`src/rtl/streamline_ctrl.sv`:
```
// streamline_ctrl
//   Two-stage pipeline scheduler for layer1 -> ping-pong temp buffer -> layer2.
//   Layer1 fills one bank while layer2 drains the other. The block issues
//   start/clear pulses to both layers, tracks bank ownership and occupancy,
//   counts completed frames and pulses done_o at the end of a batch.
//
// Ports
//   clk_i, rst_i          clock, synchronous active-high reset
//   start_i               batch start pulse (accepted only when idle)
//   num_frames_i [FW]     frames in the batch, sampled with start_i
//   l1_start_o/clear_o    one-cycle start + accumulator clear to layer1
//   l1_bank_o             bank layer1 writes (valid start .. done)
//   l1_done_i             layer1 frame-complete pulse
//   l2_start_o/clear_o    one-cycle start + accumulator clear to layer2
//   l2_bank_o             bank layer2 reads (valid start .. done)
//   l2_done_i             layer2 frame-complete pulse
//   busy_o                batch running
//   frame_cnt_o [FW]      frames completed by layer2 in this batch
//   done_o                one-cycle batch-complete pulse
module streamline_ctrl #(
  parameter int FW = 8
) (
  input  logic          clk_i,
  input  logic          rst_i,
  input  logic          start_i,
  input  logic [FW-1:0] num_frames_i,
  output logic          l1_start_o,
  output logic          l1_clear_o,
  output logic          l1_bank_o,
  input  logic          l1_done_i,
  output logic          l2_start_o,
  output logic          l2_clear_o,
  output logic          l2_bank_o,
  input  logic          l2_done_i,
  output logic          busy_o,
  output logic [FW-1:0] frame_cnt_o,
  output logic          done_o
);

  localparam logic [1:0] S_IDLE = 2'd0;
  localparam logic [1:0] S_RUN  = 2'd1;
  localparam logic [1:0] S_FIN  = 2'd2;

  logic [1:0]    r_state;
  logic [FW-1:0] r_n;
  logic [FW-1:0] r_issued;
  logic [FW-1:0] r_frame_cnt;
  logic [1:0]    r_full;
  logic          r_wr_ptr;
  logic          r_rd_ptr;
  logic          r_l1_busy;
  logic          r_l2_busy;
  logic          r_l1_bank;
  logic          r_l2_bank;

  logic          w_run;
  logic          w_l1_issue;
  logic          w_l2_issue;
  logic          w_l1_fin;
  logic          w_l2_fin;
  logic [FW-1:0] w_cnt_inc;
  logic [1:0]    w_full_nxt;

  assign w_run = (r_state == S_RUN);

  // Issue decisions are decoded purely from registered state, so a done
  // input sampled at one edge becomes visible in the following cycle's
  // start pulses and the outputs never depend combinationally on inputs.
  assign w_l1_issue = w_run && !r_l1_busy && (r_issued < r_n) && !r_full[r_wr_ptr];
  assign w_l2_issue = w_run && !r_l2_busy && r_full[r_rd_ptr];

  // Done inputs count only while the matching layer is actually running.
  assign w_l1_fin  = l1_done_i && r_l1_busy;
  assign w_l2_fin  = l2_done_i && r_l2_busy;
  assign w_cnt_inc = r_frame_cnt + 1'b1;

  // The two layers always own different banks, so both updates may apply
  // in the same cycle without conflict.
  always_comb begin
    w_full_nxt = r_full;
    if (w_l1_fin) w_full_nxt[r_l1_bank] = 1'b1;
    if (w_l2_fin) w_full_nxt[r_l2_bank] = 1'b0;
  end

  always_ff @(posedge clk_i) begin
    if (rst_i) begin
      r_state     <= S_IDLE;
      r_n         <= '0;
      r_issued    <= '0;
      r_frame_cnt <= '0;
      r_full      <= '0;
      r_wr_ptr    <= 1'b0;
      r_rd_ptr    <= 1'b0;
      r_l1_busy   <= 1'b0;
      r_l2_busy   <= 1'b0;
      r_l1_bank   <= 1'b0;
      r_l2_bank   <= 1'b0;
    end else begin
      case (r_state)
        S_IDLE: begin
          if (start_i) begin
            r_n         <= num_frames_i;
            r_issued    <= '0;
            r_frame_cnt <= '0;
            r_full      <= '0;
            r_wr_ptr    <= 1'b0;
            r_rd_ptr    <= 1'b0;
            r_l1_busy   <= 1'b0;
            r_l2_busy   <= 1'b0;
            r_l1_bank   <= 1'b0;
            r_l2_bank   <= 1'b0;
            r_state     <= (num_frames_i == '0) ? S_FIN : S_RUN;
          end
        end

        S_RUN: begin
          // Issue and finish are mutually exclusive per layer: issue needs
          // busy low, finish needs busy high.
          if (w_l1_issue) begin
            r_l1_bank <= r_wr_ptr;
            r_wr_ptr  <= ~r_wr_ptr;
            r_issued  <= r_issued + 1'b1;
            r_l1_busy <= 1'b1;
          end else if (w_l1_fin) begin
            r_l1_busy <= 1'b0;
          end

          if (w_l2_issue) begin
            r_l2_bank <= r_rd_ptr;
            r_rd_ptr  <= ~r_rd_ptr;
            r_l2_busy <= 1'b1;
          end else if (w_l2_fin) begin
            r_l2_busy   <= 1'b0;
            r_frame_cnt <= w_cnt_inc;
            if (w_cnt_inc == r_n) r_state <= S_FIN;
          end

          r_full <= w_full_nxt;
        end

        S_FIN:   r_state <= S_IDLE;
        default: r_state <= S_IDLE;
      endcase
    end
  end

  // While a start is issued the bank comes straight from the write/read
  // pointer; afterwards the latched copy holds it until the layer's done.
  assign l1_start_o  = w_l1_issue;
  assign l1_clear_o  = w_l1_issue;
  assign l1_bank_o   = w_l1_issue ? r_wr_ptr : r_l1_bank;
  assign l2_start_o  = w_l2_issue;
  assign l2_clear_o  = w_l2_issue;
  assign l2_bank_o   = w_l2_issue ? r_rd_ptr : r_l2_bank;
  assign busy_o      = w_run;
  assign done_o      = (r_state == S_FIN);
  assign frame_cnt_o = r_frame_cnt;

endmodule

```
`config.mk`:
```
export PLATFORM = sky130hd
export DESIGN_NAME = streamline_ctrl
export DESIGN_NICKNAME = d
export VERILOG_FILES = /design/src/rtl/streamline_ctrl.sv
export SDC_FILE = /design/constraint.sdc
export NUM_CORES = 1
export LEC_CHECK = 0
export BUFFER_PORTS_ARGS = -buffer_cell sky130_fd_sc_hd__buf_2
export CAP_MARGIN = 20
export CORE_ASPECT_RATIO = 1.2
export CORE_MARGIN = 2
export CORE_UTILIZATION = 45
export CTS_BUF_LIST = sky130_fd_sc_hd__clkbuf_4
export CTS_CLUSTER_SIZE = 10
export DETAILED_ROUTE_END_ITERATION = 10
export PLACE_DENSITY = 0.65
export SLEW_MARGIN = 20
export SYNTH_ARGS = -nofsm -noshare
export SYNTH_HDL_FRONTEND = slang
export SYNTH_SLANG_ARGS = --single-unit
```
`constraint.sdc`:
```
create_clock -name clk_i -period 2.4 [get_ports clk_i]
set_input_delay 0.24 -clock clk_i [delete_from_list [all_inputs] [get_ports clk_i]]
set_output_delay 0.24 -clock clk_i [all_outputs]
set_load 0.005 [all_outputs]
```
==> summary.txt, run 1 <==
status -> finished, final reports clean
cell taking the most area after synthesis -> sky130_fd_sc_hd__dfxtp_1
largest net degree at the start of global routing -> 26
effective utilization at floorplan -> 46.3%
max capacitance violation total -> 0
standard cell core area -> 4200 µm²
Max FO, Critical Path -> 6
maximum clock rate -> 0.440 GHz
instance count of the mapped netlist -> 241
number of vias per cell -> 5.31
diode insertion count for antenna repair -> 0
final sum of negative setup slack -> 0 ps
clock sinks -> 34
root buf cell -> sky130_fd_sc_hd__clkbuf_4
Setup Skew -> 23.3 ps
switching power share of the total -> 27.5%
worst rel slew slack -> 53.0%
Final Critical Period -> 2270 ps
number of buffers on the longest clock path -> 2
PD cells -> 566 nW/µm²
worst-case hold slack -> 127 ps
routability-driven placement congestion ratio -> 0.816
count of warnings emitted by yosys -> 0
fraction of synthesis flops using an asynchronous set or reset pin -> 0%
Gate power share -> 17.0%
fin crit share -> 94.8%
switching component of the power -> 347 µW
post-synth cell types -> 44
cell internal pwr -> 914 µW
cell with the most instances after synthesis -> sky130_fd_sc_hd__dfxtp_1
sequential share of power -> 48.0%
worst slack at placement -> 337 ps
CTS tree -> done
proportion of netlist area held by the largest area contributor -> 35.1%
number of DRC markers after the initial detailed-route iteration -> 98
Total Routing Usage GR -> 20.2%
maximum vdd ir drop -> 0.000348 V
actual slew at the worst max-slew pin -> 702 ps
worst-skew pair later-pin latency -> 350 ps
Final nets -> 291
share of the yosys chip area belonging to registers -> 35.1%
detailed-placement wirelength estimate -> 3390 µm
static leakage -> 0.000836 µW
RSZ-0062 raised after global routing -> false
number of buffers added by the clock tree synthesis step -> 5
final number of hold-violating endpoints -> 0
Clk pwr share -> 35.0%
Hold-fix buffers, CTS -> 0
number of standard cells in the layout, taps in and fillers out -> 326
Initial DRT Pass Iterations -> 4
Synth Area per Inst -> 8.06 µm²
synthesis-stage register bit count -> 34
wire length of the first global-routing pass -> 7800 µm
chip height -> 76.0 µm
chip width -> 64.0 µm
number of ports placed on the die boundary -> 29
kind of end point of the critical path -> output pin
number of vias after detailed routing -> 1732
leading post-synthesis cells by cell area -> sky130_fd_sc_hd__dfxtp_1 35%, sky130_fd_sc_hd__a21oi_1 6.4%, sky130_fd_sc_hd__xnor2_1 6.3%, sky130_fd_sc_hd__ha_1 5.8%, sky130_fd_sc_hd__nand2_1 5.4%
number of enable flip-flop cells after synthesis -> 0
placed insts -> 314
kind of start point of the critical path -> register
number of I/O port buffers -> 28
Synth top cells by count -> 34 x sky130_fd_sc_hd__dfxtp_1, 28 x sky130_fd_sc_hd__nand2_1, 27 x sky130_fd_sc_hd__nor2_1
Pins Over Slew Limit -> 0
HP Class -> in2reg
CTS H-tree lvls -> 2
DIE AREA -> 4860 µm²
Critical Setup Path Class -> reg2out
synthesized cell area -> 1940 µm²
crit path setup slack, layout -> 126 ps
fraction of layout instances using a drive strength above 1 -> 20.0%
vias in the first global route -> 1698
synthesized net count -> 263
number of antenna violations at the first check in global routing -> 0
DRC viols -> 0
primary flip-flop cell chosen by synthesis mapping -> sky130_fd_sc_hd__dfxtp_1
Routed Antenna Nets -> 0
wire length after detailed routing -> 4530 µm
Final setup viols -> 0
Cell Rows -> 26
area growth from synthesis to final layout -> 14.8%
worst path arrival time -> 2030 ps
global route total overflow -> 0
Req. time, crit path -> 2160 ps
DR WL/cell -> 13.9 µm
clock edge transition at the registers on the reported setup and hold paths -> 120 ps
-- per-layer routing --
metal / share of wire [%] / up-vias / global-route usage, %
met5: 0 / - / 0
met2: 53 / 27 / 35.3
met1: 43 / 807 / 23.9
met4: 1.3 / 0 / 6.30
li1: - / 892 / -
met3: 2.9 / 6 / 4.90
-- layout make-up --
class                   count  area (µm²)
clock inverters             1        30.0
fillers                   439        1970
flip-flops and latches     34         682
inverters                  16        65.1
multi-input cells         179        1150
clock buffers               7        52.6
repair buffers             33         178
well taps                  56        70.1
-- per-stage QoR --
stage                     power, µW  instance area [µm²]  util, %
after floorplan                 755                 1940        -
after detailed placement        808                 2090     49.8
final                          1260                 2230     53.1
after CTS                      1260                 2190     52.2
after global placement          807                 2090     49.8
after global routing           1330                 2230     53.1
-- logic make-up after synthesis --
family | share of synthesized area [%]
and+or+nand+nor | 20.7
AOI/OAI and AO/OA | 21.8
buffers and inverters | 6.96
DFF | 35.1
adders and majority gates | 5.80
xor gates and xnor gates | 8.57
muxes | 1.03
-- power groups by stage --
stage / Sequential (µW) / Combinational [µW] / Clock (µW)
4_1_cts: 605 / 201 / 454
3_5_place_dp: 618 / 190 / 0
6_report: 606 / 214 / 442
5_1_grt: 609 / 240 / 477
2_1_floorplan: 610 / 145 / 0
3_3_place_gp: 617 / 190 / 0
-- flip-flops by register name (all words and copies together), names as in the netlist --
name,flops
r_n,8
r_state,2
r_l1_bank,1
r_issued,8
r_l2_bank,1
r_wr_ptr,1
r_rd_ptr,1
r_full,2
frame_cnt_o,8
r_l1_busy,1
r_l2_busy,1
-- path summary, 6_finish.rpt --
check,slack (ps),cells past startpoint,start,to
setup / recovery,130,8,r_n[7]$_SDFFE_PP0P_,l1_bank_o
hold / removal,130,3,num_frames_i[2],r_n[2]$_SDFFE_PP0P_
setup reg to reg,290,7,frame_cnt_o[0]$_SDFFE_PP0P_,r_state[0]$_SDFFE_PP0P_
hold reg to reg,500,2,r_n[2]$_SDFFE_PP0P_,r_n[2]$_SDFFE_PP0P_
-- worst max-delay path: stages, from the launching register on --
cell and delay [ps]:
sky130_fd_sc_hd__dfxtp_1 400, sky130_fd_sc_hd__inv_1 90, sky130_fd_sc_hd__ha_1 320, sky130_fd_sc_hd__a22oi_2 170, sky130_fd_sc_hd__o2111ai_4 210, sky130_fd_sc_hd__a21oi_4 210, sky130_fd_sc_hd__nand2_1 90, sky130_fd_sc_hd__o21ai_0 80
sky130_fd_sc_hd__buf_2 130
-- repair_timing --
action | CTS | global route
setup buffers | 1 | 3
gates resized for setup | 2 | 5
setup endpoints to repair | 3 | 4
pin swaps | 0 | 1
-- placed cells by master, fill, tap and decap left out, types with 3 or more instances in the layout --
| cell | synthesis | routed |
|---|---|---|
| sky130_fd_sc_hd__nor4_1 | 3 | 3 |
| sky130_fd_sc_hd__nand3_1 | 8 | 8 |
| sky130_fd_sc_hd__a21oi_1 | 25 | 24 |
| sky130_fd_sc_hd__buf_4 | 2 | 5 |
| sky130_fd_sc_hd__nor2_1 | 27 | 27 |
| sky130_fd_sc_hd__a2111oi_0 | 3 | 3 |
| sky130_fd_sc_hd__nand2b_1 | 5 | 5 |
| sky130_fd_sc_hd__inv_1 | 15 | 15 |
| sky130_fd_sc_hd__nand2_1 | 28 | 28 |
| sky130_fd_sc_hd__dfxtp_1 | 34 | 33 |
| sky130_fd_sc_hd__nor3b_1 | 4 | 4 |
| sky130_fd_sc_hd__xnor2_1 | 14 | 14 |
| sky130_fd_sc_hd__o21ai_0 | 11 | 10 |
| sky130_fd_sc_hd__clkbuf_4 | 0 | 7 |
| sky130_fd_sc_hd__buf_2 | 2 | 28 |
| sky130_fd_sc_hd__xor2_1 | 5 | 5 |
| sky130_fd_sc_hd__or3_1 | 3 | 3 |
| sky130_fd_sc_hd__ha_1 | 9 | 9 |
| sky130_fd_sc_hd__a31oi_1 | 3 | 3 |
Note: power is estimated with default switching activity, not from simulation.
==> inputs of run 2 (changes only) <==
- CELL_PAD_IN_SITES_DETAIL_PLACEMENT: default -> 0
- CELL_PAD_IN_SITES_GLOBAL_PLACEMENT: default -> 1
- CORE_UTILIZATION: 45 -> 43
- PLACE_DENSITY: 0.65 -> default
- PLACE_DENSITY_LB_ADDON: default -> 0.1
- SLEW_MARGIN: 20 -> default
==> summary.txt, run 2 (synthesis gave the netlist of run 1 again) <==
status -> finished, final reports clean (unchanged)
number of ports placed on the die boundary -> 29 (unchanged)
number of inserted filler cells in the final layout -> 474 (was 439)
Pins Over Slew Limit -> 0 (unchanged)
cell internal pwr -> 788 µW (was 914 µW)
PD cells -> 513 nW/µm² (was 566 nW/µm²)
kind of start point of the critical path -> register (unchanged)
leading cell types in the layout, fill and taps excluded -> 32 x sky130_fd_sc_hd__dfxtp_1, 28 x sky130_fd_sc_hd__nand2_1, 28 x sky130_fd_sc_hd__buf_2, 27 x sky130_fd_sc_hd__nor2_1, 24 x sky130_fd_sc_hd__a21oi_1 (was 33 x sky130_fd_sc_hd__dfxtp_1, 28 x sky130_fd_sc_hd__nand2_1, 28 x sky130_fd_sc_hd__buf_2, 27 x sky130_fd_sc_hd__nor2_1, 24 x sky130_fd_sc_hd__a21oi_1)
clock sinks -> 34 (unchanged)
wire length of the first global-routing pass -> 7980 µm (was 7800 µm)
sequential share of power -> 53.5% (was 48.0%)
worst path arrival time -> 1940 ps (was 2030 ps)
CTS H-tree lvls -> 2 (unchanged)
Setup Skew -> 7.84 ps (was 23.3 ps)
HP Class -> in2reg (unchanged)
final number of hold-violating endpoints -> 0 (unchanged)
chip width -> 65.3 µm (was 64.0 µm)
number of buffers added by the clock tree synthesis step -> 5 (unchanged)
number of vias per cell -> 5.41 (was 5.31)
DIE AREA -> 5070 µm² (was 4860 µm²)
number of antenna violations at the first check in global routing -> 0 (unchanged)
summed area of non-filler cells in the final layout -> 2200 µm² (was 2230 µm²)
Max FO, Critical Path -> 5 (was 6)
switching power share of the total -> 30.3% (was 27.5%)
routability-driven placement congestion ratio -> 0.810 (was 0.816)
root buf cell -> sky130_fd_sc_hd__clkbuf_4 (unchanged)
Clk pwr share -> 27.8% (was 35.0%)
kind of end point of the critical path -> output pin (unchanged)
switching component of the power -> 343 µW (was 347 µW)
number of standard cells in the layout, taps in and fillers out -> 327 (was 326)
Req. time, crit path -> 2160 ps (about the same)
Post-DP Area -> 2110 µm² (was 2090 µm²)
crit path setup slack, layout -> 221 ps (was 126 ps)
Routed Antenna Nets -> 0 (unchanged)
diode insertion count for antenna repair -> 0 (unchanged)
chip height -> 77.6 µm (was 76.0 µm)
RSZ-0062 raised after global routing -> false (unchanged)
static leakage -> 0.000826 µW (was 0.000836 µW)
Final setup viols -> 0 (unchanged)
Cell Rows -> 26 (unchanged)
number of DRC markers after the initial detailed-route iteration -> 56 (was 98)
effective utilization at floorplan -> 45.2% (was 46.3%)
Critical Setup Path Class -> reg2out (unchanged)
Final nets -> 292 (was 291)
DR WL/cell -> 14.2 µm (was 13.9 µm)
detailed-placement wirelength estimate -> 3510 µm (was 3390 µm)
Total Routing Usage GR -> 20.5% (was 20.2%)
maximum vdd ir drop -> 0.000371 V (was 0.000348 V)
worst slack at placement -> 301 ps (was 337 ps)
fin crit share -> 90.8% (was 94.8%)
number of vias after detailed routing -> 1769 (was 1732)
final sum of negative setup slack -> 0 ps (unchanged)
worst-skew pair later-pin latency -> 340 ps (was 350 ps)
vias in the first global route -> 1693 (was 1698)
DRC viols -> 0 (unchanged)
standard cell core area -> 4290 µm² (was 4200 µm²)
number of buffers on the longest clock path -> 2 (unchanged)
worst rel slew slack -> 67.2% (was 53.0%)
wire length after detailed routing -> 4640 µm (was 4530 µm)
max capacitance violation total -> 0 (unchanged)
clock edge transition at the registers on the reported setup and hold paths -> 100 ps (was 120 ps)
commonest non-fill, non-tap cell in the layout -> sky130_fd_sc_hd__dfxtp_1 (unchanged)
number of I/O port buffers -> 28 (unchanged)
Final Critical Period -> 2180 ps (was 2270 ps)
Gate power share -> 18.8% (was 17.0%)
actual slew at the worst max-slew pin -> 492 ps (was 702 ps)
CTS tree -> done (unchanged)
global route total overflow -> 0 (unchanged)
placed insts -> 317 (was 314)
maximum clock rate -> 0.459 GHz (was 0.440 GHz)
Layout Utilization -> 51.3% (was 53.1%)
fraction of layout instances using a drive strength above 1 -> 19.9% (was 20.0%)
Initial DRT Pass Iterations -> 4 (unchanged)
area growth from synthesis to final layout -> 13.5% (was 14.8%)
largest net degree at the start of global routing -> 26 (unchanged)
[run 2: cell types whose count changed in the layout (fill, tap and decap cells not counted)]
cell	delta
sky130_fd_sc_hd__clkbuf_4	-1
sky130_fd_sc_hd__clkinv_2	+1
sky130_fd_sc_hd__bufinv_16	-1
sky130_fd_sc_hd__dfxtp_2	+1
sky130_fd_sc_hd__nor3_2	-1
sky130_fd_sc_hd__nor3_1	+1
sky130_fd_sc_hd__dfxtp_1	-1
sky130_fd_sc_hd__buf_4	+1
sky130_fd_sc_hd__clkinv_1	+1
[run 2: metal layers]
| metal | global-route usage [%] | vias to the layer above | share of wire (%) |
|---|---|---|---|
| met4 | 6.88 | 0 | 1.5 |
| met1 | 25.5 | 836 | 45 |
| li1 | - | 901 | - |
| met3 | 4.35 | 6 | 2.7 |
| met2 | 34.7 | 26 | 50 |
| met5 | 0 | - | 0 |
[run 2: worst max-delay path, stage by stage (launching register included)]
cell	delay (ps)
sky130_fd_sc_hd__dfxtp_2	370
sky130_fd_sc_hd__inv_1	50
sky130_fd_sc_hd__ha_1	320
sky130_fd_sc_hd__a22oi_2	180
sky130_fd_sc_hd__o2111ai_4	180
sky130_fd_sc_hd__a21oi_4	210
sky130_fd_sc_hd__buf_4	180
sky130_fd_sc_hd__buf_2	110
[run 2: final cells by class]
type | count | area (µm²) | area share, %
multi-input cells | 179 | 1150 | 52.0
flip-flops and latches | 34 | 683 | 31.0
repair buffers | 34 | 185 | 8.40
well taps | 56 | 70.1 | 3.18
inverters | 16 | 65.1 | 2.95
clock buffers | 6 | 45.0 | 2.04
clock inverters | 2 | 8.76 | 0.397
[run 2: power by group through the flow]
stage / registers [µW] / logic, µW / clock network, µW
finish: 605 / 212 / 314
CTS: 604 / 204 / 329
detailed placement: 617 / 197 / 0
global route: 609 / 238 / 358
global placement: 617 / 198 / 0
floorplan: 610 / 145 / 0
[run 2: worst paths after layout]
check	start	slack (ps)	to	cells past startpoint
worst max-delay path	r_n[7]$_SDFFE_PP0P_	220	l1_clear_o	7
worst min-delay path	num_frames_i[7]	150	r_n[7]$_SDFFE_PP0P_	3
worst max register to register	frame_cnt_o[0]$_SDFFE_PP0P_	300	r_state[0]$_SDFFE_PP0P_	7
worst min register to register	r_l2_bank$_SDFFE_PP0P_	470	r_full[1]$_SDFFE_PP0P_	1
[run 2: through the flow]
step | hold WS [ps] | power (µW)
finish | 147 | 1130
detailed placement | 452 | 814
global placement | 443 | 815
CTS | 139 | 1140
floorplan | 376 | 755
global route | 137 | 1200
[run 2: repair_timing]
item | 4_1_cts | 5_1_grt
buffers inserted | 0 | 2
gates resized for setup | 2 | 5
pin swaps | 0 | 1
hold buffers | 0 | 0
hold endpoints to repair | 0 | 0
endpoints found under the setup margin | 2 | 2
